### src/rtl/id_ex_pipe_stage.sv
// ID/EX pipeline register: valid/ready handshake, main + skid entry, synchronous flush
// and a saturating count of cycles in which the stage holds nothing.
module id_ex_pipe_stage #(
  parameter int CTRL_W = 11,
  parameter int DATA_W = 106,
  parameter int BUB_W  = 16
) (
  input  logic              clk,
  input  logic              rst,
  input  logic              flush,
  input  logic              in_valid,
  output logic              in_ready,
  input  logic [CTRL_W-1:0] in_ctrl,
  input  logic [DATA_W-1:0] in_data,
  output logic              out_valid,
  input  logic              out_ready,
  output logic [CTRL_W-1:0] out_ctrl,
  output logic [DATA_W-1:0] out_data,
  input  logic              bub_clr,
  output logic [BUB_W-1:0]  bub_cnt,
  output logic [1:0]        dbg_state
);

  // Handshake: a transfer happens on a rising edge where valid && ready on that side.
  // in_ready and out_valid come from the registered state only.
  typedef enum logic [1:0] {
    EMPTY = 2'd0,
    ONE   = 2'd1,
    FULL  = 2'd2
  } state_t;

  state_t             state_q;
  logic [CTRL_W-1:0]  main_ctrl_q, skid_ctrl_q;
  logic [DATA_W-1:0]  main_data_q, skid_data_q;
  logic [BUB_W-1:0]   bub_q, bub_d;

  always_ff @(posedge clk or posedge rst) begin
    if (rst) begin
      state_q     <= EMPTY;
      main_ctrl_q <= '0;
      main_data_q <= '0;
      skid_ctrl_q <= '0;
      skid_data_q <= '0;
    end else if (flush) begin
      state_q     <= EMPTY;
      main_ctrl_q <= '0;
      main_data_q <= '0;
      skid_ctrl_q <= '0;
      skid_data_q <= '0;
    end else begin
      case (state_q)
        EMPTY: begin
          if (in_valid) begin
            main_ctrl_q <= in_ctrl;
            main_data_q <= in_data;
            state_q     <= ONE;
          end
        end
        ONE: begin
          if (out_ready && in_valid) begin
            main_ctrl_q <= in_ctrl;
            main_data_q <= in_data;
          end else if (out_ready) begin
            state_q <= EMPTY;
          end else if (in_valid) begin
            skid_ctrl_q <= in_ctrl;
            skid_data_q <= in_data;
            state_q     <= FULL;
          end
        end
        FULL: begin
          // in_ready is low here, so in_valid cannot be a transfer.
          if (out_ready) begin
            main_ctrl_q <= skid_ctrl_q;
            main_data_q <= skid_data_q;
            state_q     <= ONE;
          end
        end
        default: state_q <= EMPTY;
      endcase
    end
  end

  always_comb begin
    bub_d = bub_q;
    if (bub_clr) begin
      bub_d = '0;
    end else if ((state_q == EMPTY) && (bub_q != {BUB_W{1'b1}})) begin
      bub_d = bub_q + BUB_W'(1);
    end
  end

  always_ff @(posedge clk or posedge rst) begin
    if (rst) begin
      bub_q <= '0;
    end else begin
      bub_q <= bub_d;
    end
  end

  assign in_ready  = (state_q != FULL);
  assign out_valid = (state_q != EMPTY);
  assign out_ctrl  = main_ctrl_q & {CTRL_W{out_valid}};
  assign out_data  = main_data_q & {DATA_W{out_valid}};
  assign bub_cnt   = bub_q;
  assign dbg_state = state_q;

endmodule
### config.mk
export PLATFORM = sky130hd
export DESIGN_NAME = id_ex_pipe_stage
export DESIGN_NICKNAME = d
export VERILOG_FILES = /design/src/rtl/id_ex_pipe_stage.sv
export SDC_FILE = /design/constraint.sdc
export NUM_CORES = 1
export LEC_CHECK = 0
export CAP_MARGIN = 20
export CORE_MARGIN = 3
export CORE_UTILIZATION = 53
export CTS_BUF_LIST = sky130_fd_sc_hd__clkbuf_4 sky130_fd_sc_hd__clkbuf_8
export DETAILED_ROUTE_END_ITERATION = 10
export HOLD_SLACK_MARGIN = 0.08
export PLACE_DENSITY_LB_ADDON = 0.12
export SLEW_MARGIN = 0
export SYNTH_ARGS = -nofsm -noshare
export SYNTH_HDL_FRONTEND = slang
export SYNTH_SLANG_ARGS = --single-unit
### constraint.sdc
create_clock -name clk -period 11.6 [get_ports clk]
set_input_delay 2.32 -clock clk [delete_from_list [all_inputs] [get_ports clk]]
set_output_delay 2.32 -clock clk [all_outputs]
set_load 0.01 [all_outputs]
==> results.md, run 1 <==
- Minimum clock period: ~5600 ps
- Crit-path max cell delay: 770 ps
- Rel. slew slack: 29.1%
- Largest cells by area after synthesis: dfrtp_1 52%, mux2i_1 9.9%, nand2_1 7.5%
- Area Overhead vs Synth: 29.9%
- Num CTS Buffers: 45
- Startpoint Class: flop
- Final hold vios: 0
- Num rows: 54
- Crit path max fanout: 80
- Placed cells: 1,725
- CTS tree: done
- Netlist Area Pre-Place: 12,100 um^2
- Count of different cell masters after synthesis: 34
- Final cycle utilization of the critical path: 47.9%
- First drt pass iteration count: 5
- Dpl ws: 6240 ps
- Fmax: 0.180 GHz
- Sequential area share after synthesis: 52.2%
- Worst-path clk slew: 60 ps
- HP Start: skid_ctrl_q[7]$_DFFE_PP0P_
- Nets: around 1,600
- R2r worst-path depth: 8
- Root buf cell: clkbuf_8
- CP top delay family: buffers and inverters
- Clk_lat worst skew: 550 ps
- Synth top area share: 52.2%
- Warnings, synthesis: 0
- Worst hold path endpoint: skid_ctrl_q[7]$_DFFE_PP0P_
- Slew Limit Fails: 0
- Async SR Flop Fraction: 100%
- Overall die width: 157 um
- Die H: 157 um
- Port Buffers: around 260
- GPL Wtd Cong: slightly above 0.8
- Initial antenna violation count: 5
- Min-Delay Path Depth: 2
- R2R setup slack: ~8000 ps
- Worst path depth: 5
- CTS Sinks: approximately 250
- Total power: 3.25 mW
- Total gr overflow: 0
- Layout cells sized above 1: 6.68%
- Flops & latches, synth: 252
- Critical path arrival: 3230 ps
- Core area: 22,100 um^2
- Post-placement cell area: 14,700 um^2
- Longest Clk Path Bufs: 3
- Pin count of the biggest net entering global routing: 138
- Most frequent CP cell: inv_1
- WHS: about 520 ps
- Area leader, netlist: dfrtp_1
- EDFF count, synth: 0
- DP Wirelength: 18,500 um
- DR vias/cell: 5.44
- Antenna-violating nets left: 0
- Average cell area after synthesis: 9.45 um^2
- WP data required: between 9000 and 10,000 ps
- Reg2reg start: dbg_state[0]$_DFFE_PP0P_
- Design area: roughly 16,000 um^2
- Top FF cell, synth: dfrtp_1
- Critical path type: reg2out
- RSZ-0062 raised after global routing: false
- First-pass GRT wire length: 50,000 um
- Initial Util: 54.7%
- Starting DRT DRC Count: between 600 and 700
- CP Capture Type: primary output
- Reported max-cap violation count: 0
- CP Cell Sequence: inv_1, ha_4, buf_4, inv_1, clkdlybuf4s50_1
- Syn Inst Count: 1,280
- GRT Resource Usage Total: 24.8%
- Fin cells: approximately 1,800
- Filler instances: ~1,800
- Clock skew: 20.2 ps
- H-tree depth: 2
- Worst-Margin Slew: 1060 ps
- Vias: slightly below 10,000
- Number of global-route vias before repair: 9,931
- Pleak: 6.19 nW
- RR Endpoint: main_data_q[27]$_DFFE_PP0P_
- Top Ports: 260
- Status: completed
- CP max stage cell: buf_4
- Post-CTS Hold Buffers: 0
- Cell Pwr Density: 207 nW/um^2
- # DRC: 0
- Setup TNS: 0 ps
- Final setup fails: 0
- Final WS setup: 6050 ps
- CTS resizes: 0
- Fin util: 71.1%
- Worst Hold Class: reg2reg
- Critical path buffers and inverters: 4
- Mean routed wirelength per cell: around 17 um
- Final WL: 30,800 um
- Setup repair bufs after CTS: 0
- Syn Nets: between 1,000 and 1,500
- Max IR drop VDD: 0.000121 V
- Die area: around 25,000 um^2
worst reg2reg max path: cells and delay by family (launching register included):
family / cells / cell delay (ps)
AO/OA/AOI/OAI: 2 / 520
adder cells (fa/ha/maj): 1 / 550
buffers and inverters: 3 / 1610
flip-flops: 1 / 430
AND/OR/NAND/NOR: 2 / 360
cell type report:
cell class / instances / area (um^2) / area share, %
clock inverter: 5 / 27.5 / 0.175
inverter: 6 / 30.0 / 0.191
timing repair buffer: 273 / 2720 / 17.3
tap: 280 / 350 / 2.23
antenna: 3 / 7.51 / 0.0478
sequential: 252 / 6310 / 40.1
multi-input combinational: 916 / 5360 / 34.1
clock buffer: 74 / 912 / 5.81
layout by cell type, fill, tap and decap left out, drive strengths merged, types with 2 or more instances in the layout:
master / n
mux2i: 119
dfrtp: 252
nand2: 241
nor3: 5
or4: 6
inv: 6
nor2b: 123
o21ai: 6
ha: 5
o31ai: 4
mux2: 2
clkdlybuf4s50: 258
diode: 3
a21oi: 126
nand2b: 2
nor2: 125
clkinv: 4
nand3: 8
or3: 4
clkbuf: 75
nor3b: 2
nand4: 6
and4: 3
a211oi: 118
xnor2: 3
buf: 14
worst max path at each step:
stage	startpoint	end	slack, ps
floorplan	rst	bub_cnt[0]$_DFFE_PP0P_	2350
global placement	out_ready	main_data_q[13]$_DFFE_PP0P_	6390
detailed placement	out_ready	main_data_q[27]$_DFFE_PP0P_	6240
CTS	dbg_state[0]$_DFFE_PP0P_	out_ctrl[5]	5930
global route	dbg_state[0]$_DFFE_PP0P_	out_ctrl[5]	5810
finish	dbg_state[0]$_DFFE_PP0P_	out_valid	6050
logic make-up (layout without fill, tap and decap cells):
logic type | Yosys count | in the layout | synth area share [%]
adder cells (fa/ha/maj) | 5 | 5 | 0.517
multiplexers | 121 | 121 | 10.0
buffers and inverters | 112 | 358 | 3.78
AO/OA/AOI/OAI | 257 | 257 | 13.4
AND/OR/NAND/NOR | 530 | 530 | 19.9
flip-flops | 252 | 252 | 52.2
other | 0 | 3 | 0
XOR/XNOR | 3 | 3 | 0.217
routing by layer:
metal  track usage (%)  wire length (um)
met1              32.7             13100
met2              40.9             15000
met5                 0                21
met4              8.26               706
met3              5.44              1920
sequential cells by signal, indices dropped and copies added (netlist names):
| register | flops |
|---|---|
| main_ctrl_q | 11 |
| bub_cnt | 16 |
| main_data_q | 106 |
| dbg_state | 2 |
| skid_data_q | 106 |
| skid_ctrl_q | 11 |
cells in the mapped netlist (6+ instances only):
cell type / n
a21oi_1: 126
nor2_1: 125
nand4_1: 6
mux2i_1: 119
inv_1: 6
a211oi_1: 118
clkbuf_1: 85
nand2_1: 241
nor2b_1: 123
dfrtp_1: 252
or4_1: 6
buf_2: 14
o21ai_0: 6
nand3_1: 8
power breakdown:
group	internal (mW)	leakage (nW)	switching (mW)
sequential	1.11	3.40	0.131
combinational	0.525	2.29	0.635
clock	0.494	0.504	0.356
(Power assumes the default switching activity.)
==> inputs of run 2 (changes only) <==
--- a/config.mk
+++ b/config.mk
@@ -7,7 +7,7 @@
 export LEC_CHECK = 0
 export CAP_MARGIN = 20
 export CORE_MARGIN = 3
-export CORE_UTILIZATION = 53
+export CORE_UTILIZATION = 48
 export CTS_BUF_LIST = sky130_fd_sc_hd__clkbuf_4 sky130_fd_sc_hd__clkbuf_8
 export DETAILED_ROUTE_END_ITERATION = 10
 export HOLD_SLACK_MARGIN = 0.08
==> constraint.sdc (replaced) <==
create_clock -name clk -period 5.01 [get_ports clk]
set_input_delay 1.002 -clock clk [delete_from_list [all_inputs] [get_ports clk]]
set_output_delay 1.002 -clock clk [all_outputs]
set_load 0.01 [all_outputs]
==> run 2 against run 1 <==
Net effect:
- core utilization decreased by 6.6 points
- critical endpoint is now out_data[71]
- critical path type unchanged
- hold slack improved by 0.87 ps
- global-route usage fell by 2.4 points
- first-iteration DRC count grew 8.6%
- via count shrank 0.87%
- total power up 130%
- cell count rose by 2.3%
- highest routed layer unchanged
- sequential share of layout area is 0.30 points lower
==> results.md, run 2 (synthesis results as in run 1) <==
- Post-CTS Hold Buffers: 0 (unchanged)
- First-pass GRT wire length: 49,300 um (was 50,000 um)
- Area Overhead vs Synth: 30.9% (was 29.9%)
- Setup repair bufs after CTS: 0 (unchanged)
- Clk_lat worst skew: 540 ps (was 550 ps)
- Critical path buffers and inverters: 3 (was 4)
- Most frequent cells in the layout: 258 x clkdlybuf4s50_1, 252 x dfrtp_1, 241 x nand2_1 (unchanged)
- Commonest non-fill, non-tap cell in the layout: clkdlybuf4s50_1 (unchanged)
- CP Cell Sequence: inv_1, ha_4, buf_4, nor2b_1, clkdlybuf4s50_1 (was inv_1, ha_4, buf_4, inv_1, clkdlybuf4s50_1)
- Pin count of the biggest net entering global routing: 143 (was 138)
- DP Wirelength: 18,500 um (about the same)
- Total power: 7.55 mW (was 3.25 mW)
- Crit-path max cell delay: 800 ps (was 770 ps)
- Final cycle utilization of the critical path: 79.1%
- Top Ports: 260 (unchanged)
- Critical path type: reg2out (unchanged)
- Reported max-cap violation count: 0 (unchanged)
- CP top delay family: buffers and inverters (unchanged)
- HP Start: skid_data_q[35]$_DFFE_PP0P_ (was skid_ctrl_q[7]$_DFFE_PP0P_)
- Slew Limit Fails: 0 (unchanged)
- Reg2reg start: dbg_state[0]$_DFFE_PP0P_ (unchanged)
- Worst-Margin Slew: 980 ps (was 1060 ps)
- WHS: 520 ps (was 519 ps)
- Fmax: 0.252 GHz
- Pleak: 6.21 nW (was 6.19 nW)
- Root buf cell: clkbuf_8 (unchanged)
- Rel. slew slack: 34.7% (was 29.1%)
- Worst-path clk slew: 60 ps (about the same)
- Startpoint Class: flop (unchanged)
- Crit path max fanout: 80 (unchanged)
- CTS resizes: 0 (unchanged)
- CTS Sinks: 252 (unchanged)
- CP max stage cell: ha_4 (was buf_4)
- Nets: 1,623 (was 1,622)
- Starting DRT DRC Count: 683 (was 629)
- Total gr overflow: 0 (unchanged)
- Clock skew: 11.6 ps (was 20.2 ps)
- CTS tree: done (unchanged)
- Number of global-route vias before repair: 9,363 (was 9,931)
- Die area: 27,100 um^2 (was 24,700 um^2)
- Overall die width: 165 um (was 157 um)
- Initial antenna violation count: 2 (was 5)
- Worst Hold Class: reg2reg (unchanged)
- Status: completed (unchanged)
- GPL Wtd Cong: 0.858 (was 0.806)
- Max IR drop VDD: 0.000398 V (was 0.000121 V)
- Initial Util: 49.3% (was 54.7%)
- GRT Resource Usage Total: 22.4% (was 24.8%)
- CP Capture Type: primary output (unchanged)
- Layout cells sized above 1: 6.62% (was 6.68%)
- Critical Path Start: dbg_state[0]$_DFFE_PP0P_ (unchanged)
- Critical path arrival: 2960 ps (was 3230 ps)
- H-tree depth: 2 (unchanged)
- # DRC: 0 (unchanged)
- Cell Pwr Density: 477 nW/um^2 (was 207 nW/um^2)
- DR vias/cell: 5.27 (was 5.44)
- Setup TNS: 0 ps (unchanged)
- Port Buffers: 259 (unchanged)
- First drt pass iteration count: 4 (was 5)
- Minimum clock period: 3960 ps
- Longest Clk Path Bufs: 3 (unchanged)
- Final setup fails: 0 (unchanged)
- Core area: 24,500 um^2 (was 22,100 um^2)
- Final hold vios: 0 (unchanged)
- Mean routed wirelength per cell: 16.6 um (was 17.0 um)
- Die H: 165 um (was 157 um)
- WP data required: 4010 ps (was 9280 ps)
- Num rows: 57 (was 54)
- Vias: 9,747 (was 9,833)
- Final WL: 30,800 um (about the same)
- Num CTS Buffers: 44 (was 45)
- Antenna-violating nets left: 0 (unchanged)
- RSZ-0062 raised after global routing: false (unchanged)
run 2: per-stage QoR:
step / utilization [%] / instances / worst slack (ps) / instance area [um^2]
after floorplan: - / 1280 / 692 / 12100
after global placement: 60.6 / 1772 / 1620 / 14900
after detailed placement: 60.6 / 1772 / 1580 / 14900
after CTS: 64.5 / 1848 / 982 / 15800
after global routing: 64.5 / 1850 / 824 / 15800
final: 64.5 / 1851 / 1050 / 15800
run 2: cell type report:
type | instances | area, um^2
Fill cell | 2064 | 8710
Sequential cell | 252 | 6310
Multi-Input combinational cell | 916 | 5360
Timing Repair Buffer | 275 | 2770
Clock buffer | 72 | 928
Tap cell | 324 | 405
Inverter | 6 | 26.3
Clock inverter | 4 | 25.0
Antenna cell | 2 | 5.00
run 2: path summary, 6_finish.rpt:
check	end	slack, ps	cells after the start
worst max-delay path	out_data[71]	1050	5
worst min-delay path	skid_data_q[35]$_DFFE_PP0P_	520	2
worst max register to register	main_ctrl_q[0]$_DFFE_PP0P_	1570	8
worst min register to register	skid_data_q[35]$_DFFE_PP0P_	520	2
max in group asynchronous	skid_data_q[17]$_DFFE_PP0P_	2990	3
min in group asynchronous	main_data_q[36]$_DFFE_PP0P_	990	2
run 2: layer usage:
layer | vias to the layer above | GRT usage, % | wire length (um) | share of wire (%)
met5 | - | 0 | 13 | 0.042
met4 | 2 | 7.05 | 753 | 2.4
met3 | 52 | 5.59 | 2090 | 6.8
met2 | 237 | 35.3 | 14500 | 47
met1 | 4652 | 30.7 | 13400 | 43
li1 | 4804 | - | - | -
run 2: report_power, final:
| group | switching [mW] | total [mW] | internal [mW] |
|---|---|---|---|
| combinational | 1.48 | 2.72 | 1.24 |
| clock | 0.824 | 1.99 | 1.16 |
| sequential | 0.280 | 2.85 | 2.57 |
run 2: worst register-to-register path, cell delays in order, from the launching register on:
cell	delay, ps
dfrtp_1	420
inv_1	180
ha_4	800
buf_4	360
nor2_1	110
a2111oi_4	390
buf_4	680
nor2_1	140
a211oi_1	260
==> inputs of run 3 (changes only) <==
--- a/config.mk
+++ b/config.mk
@@ -7,7 +7,7 @@
 export LEC_CHECK = 0
 export CAP_MARGIN = 20
 export CORE_MARGIN = 3
-export CORE_UTILIZATION = 48
+export CORE_UTILIZATION = 53
 export CTS_BUF_LIST = sky130_fd_sc_hd__clkbuf_4 sky130_fd_sc_hd__clkbuf_8
 export DETAILED_ROUTE_END_ITERATION = 10
 export HOLD_SLACK_MARGIN = 0.08
==> constraint.sdc (replaced) <==
create_clock -name clk -period 4.1 [get_ports clk]
set_input_delay 0.82 -clock clk [delete_from_list [all_inputs] [get_ports clk]]
set_output_delay 0.82 -clock clk [all_outputs]
set_load 0.01 [all_outputs]
==> run 3 against run 2 <==
Net effect:
- setup slack got worse by 460 ps
- total power increased by 21%
- core utilization increased by 6.8 points
- die area decreased by 9.1%
- critical path depth increased by 1
- register-to-register slack got worse by 230 ps
- via count increased by 1.1%
- hold slack got worse by 1.3 ps
- highest routed layer unchanged
==> results.md, run 3 (synthesis results as in run 1) <==
- R2R setup slack: 1340 ps (was 1570 ps)
- Initial Util: 54.7% (was 49.3%)
- Crit path max fanout: 53 (was 80)
- Reg2reg start: dbg_state[0]$_DFFE_PP0P_ (unchanged)
- Status: completed (unchanged)
- RSZ-0062 raised after global routing: false (unchanged)
- Crit-path max cell delay: 470 ps (was 800 ps)
- Dpl ws: 798 ps (was 1580 ps)
- Critical path arrival: 2690 ps (was 2960 ps)
- Slew Limit Fails: 0 (unchanged)
- Number of global-route vias before repair: 9,615 (was 9,363)
- Psw: 3.15 mW (was 2.58 mW)
- Port Buffers: 259 (unchanged)
- Pin count of the biggest net entering global routing: 131 (was 143)
- Total gr overflow: 0 (unchanged)
- Overall die width: 157 um (was 165 um)
- Final hold vios: 0 (unchanged)
- Antenna-violating nets left: 0 (unchanged)
- Nets: 1,625 (was 1,623)
- Clock skew: 15.7 ps (was 11.6 ps)
- Rel. slew slack: 46.0% (was 34.7%)
- CP max stage cell: clkdlybuf4s50_1 (was ha_4)
- Min-Delay Path Depth: 2 (unchanged)
- Critical path type: reg2out (unchanged)
- Root buf cell: clkbuf_8 (unchanged)
- Final WS setup: 586 ps (was 1050 ps)
- CTS tree: done (unchanged)
- Cell Pwr Density: 580 nW/um^2 (was 477 nW/um^2)
- Max IR drop VDD: 0.000462 V (was 0.000398 V)
- Minimum clock period: ~3500 ps
- Post-CTS Hold Buffers: 0 (unchanged)
- Post-placement cell area: 14,800 um^2 (was 14,900 um^2)
- Area Overhead vs Synth: 30.2% (was 30.9%)
- Worst-path clk slew: 60 ps (about the same)
- RR Endpoint: bub_cnt[9]$_DFFE_PP0P_ (was main_ctrl_q[0]$_DFFE_PP0P_)
- Clk pwr share: 24.8% (was 26.3%)
- Mean routed wirelength per cell: 16.8 um (was 16.6 um)
- Worst-Margin Slew: 810 ps (was 980 ps)
- Die area: 24,700 um^2 (was 27,100 um^2)
- Total power: 9.13 mW (was 7.55 mW)
- Sequential power share: 38.5% (was 37.7%)
- Commonest non-fill, non-tap cell in the layout: clkdlybuf4s50_1 (unchanged)
- Final setup fails: 0 (unchanged)
- # DRC: 0 (unchanged)
- Die H: 157 um (was 165 um)
- Critical Path Start: dbg_state[0]$_DFFE_PP0P_ (unchanged)
- Critical path buffers and inverters: 5 (was 3)
- Top Ports: 260 (unchanged)
- Most frequent CP cell: inv_1
- Design area: 15,700 um^2 (was 15,800 um^2)
- Initial antenna violation count: 3 (was 2)
- Vias: 9,857 (was 9,747)
- Layout cells sized above 1: 6.38% (was 6.62%)
- Starting DRT DRC Count: 669 (was 683)
- DR vias/cell: 5.46 (was 5.27)
- Longest Clk Path Bufs: 3 (unchanged)
- Fmax: between 0.2 and 0.3 GHz
- Final WL: 30,300 um (was 30,800 um)
- Reported max-cap violation count: 0 (unchanged)
- HP Start: skid_data_q[3]$_DFFE_PP0P_ (was skid_data_q[35]$_DFFE_PP0P_)
- Setup TNS: 0 ps (unchanged)
- GRT Resource Usage Total: 24.3% (was 22.4%)
- GPL Wtd Cong: 0.818 (was 0.858)
- Sw Share: 34.4% (was 34.2%)
- P_int: 5.99 mW (was 4.97 mW)
- Startpoint Class: flop (unchanged)
- CTS Sinks: 252 (unchanged)
- Core area: 22,100 um^2 (was 24,500 um^2)
- Pleak: 6.19 nW (was 6.21 nW)
- Setup repair bufs after CTS: 0 (unchanged)
- First-pass GRT wire length: 49,100 um (was 49,300 um)
- Worst Hold Class: reg2reg (unchanged)
- Gate power share: 36.7% (was 36.0%)
- Most frequent cells in the layout: 258 x clkdlybuf4s50_1, 252 x dfrtp_1, 241 x nand2_1 (unchanged)
- Num rows: 54 (was 57)
- CTS resizes: 0 (unchanged)
- WP data required: 3280 ps (was 4010 ps)
- CP Capture Type: primary output (unchanged)
- DP Wirelength: 19,000 um (was 18,500 um)
- First drt pass iteration count: 5 (was 4)
- R2r worst-path depth: 8 (unchanged)
- Worst hold path endpoint: skid_data_q[3]$_DFFE_PP0P_ (was skid_data_q[35]$_DFFE_PP0P_)
- Num CTS Buffers: 44 (unchanged)
- CP Cell Sequence: inv_1, ha_4, buf_16, buf_4, inv_1, clkdlybuf4s50_1 (was inv_1, ha_4, buf_4, nor2b_1, clkdlybuf4s50_1)
- CP top delay family: buffers and inverters (unchanged)
- H-tree depth: 2 (unchanged)
- Clk_lat worst skew: 530 ps (was 540 ps)
- Final cycle utilization of the critical path: 85.7%
-- run 3: changes by cell type in the layout (fill, tap and decap cells not counted), sizes merged --
cell,previous run,this run
clkbuf,73,68
buf,16,19
clkinv,2,1
clkinvlp,3,2
diode,2,3
-- run 3: area by class of cell --
cell class,instances,area (um^2)
diodes,3,7.51
multi-input cells,916,5360
repair buffers,277,2840
well taps,280,350
flip-flops and latches,252,6310
clock buffers,68,848
inverters,6,26.3
fillers,1717,6350
clock inverters,2,12.5
-- run 3: layer usage --
metal / vias up / wire length [um] / share of wire (%) / GRT usage (%)
li1: 4796 / - / - / -
met1: 4756 / 13200 / 44 / 33.1
met2: 258 / 14500 / 48 / 39.7
met3: 45 / 1960 / 6.5 / 5.66
met4: 2 / 608 / 2.0 / 6.61
met5: - / 13 / 0.043 / 0
-- run 3: worst max-delay path by stage --
stage          depth (start not counted)                endpoint
3_3_place_gp                           5            out_data[70]
2_1_floorplan                          1  bub_cnt[0]$_DFFE_PP0P_
4_1_cts                                5            out_data[69]
6_report                               6               out_valid
5_1_grt                                6               out_valid
3_5_place_dp                           5            out_data[69]
-- run 3: worst min-delay path, cell delays in order (launching register included) --
cell and delay [ps]:
dfrtp_1 370, nand2_1 60, a21oi_1 50
-- run 3: stage by stage --
step / util, % / hold WS [ps] / instances
finish: 71.3 / 519 / 1804
floorplan: - / 501 / 1280
detailed placement: 67.2 / 515 / 1730
global placement: 67.2 / 509 / 1730
CTS: 71.1 / 523 / 1800
global route: 71.2 / 534 / 1803
-- run 3: power by group through the flow --
stage | Combinational [mW] | Clock, mW | Sequential [mW]
after floorplan | 2.18 | 0 | 3.41
after global placement | 3.27 | 0 | 3.53
after detailed placement | 3.36 | 0 | 3.55
after CTS | 3.36 | 2.32 | 3.52
after global routing | 3.70 | 2.44 | 3.60
final | 3.35 | 2.26 | 3.51
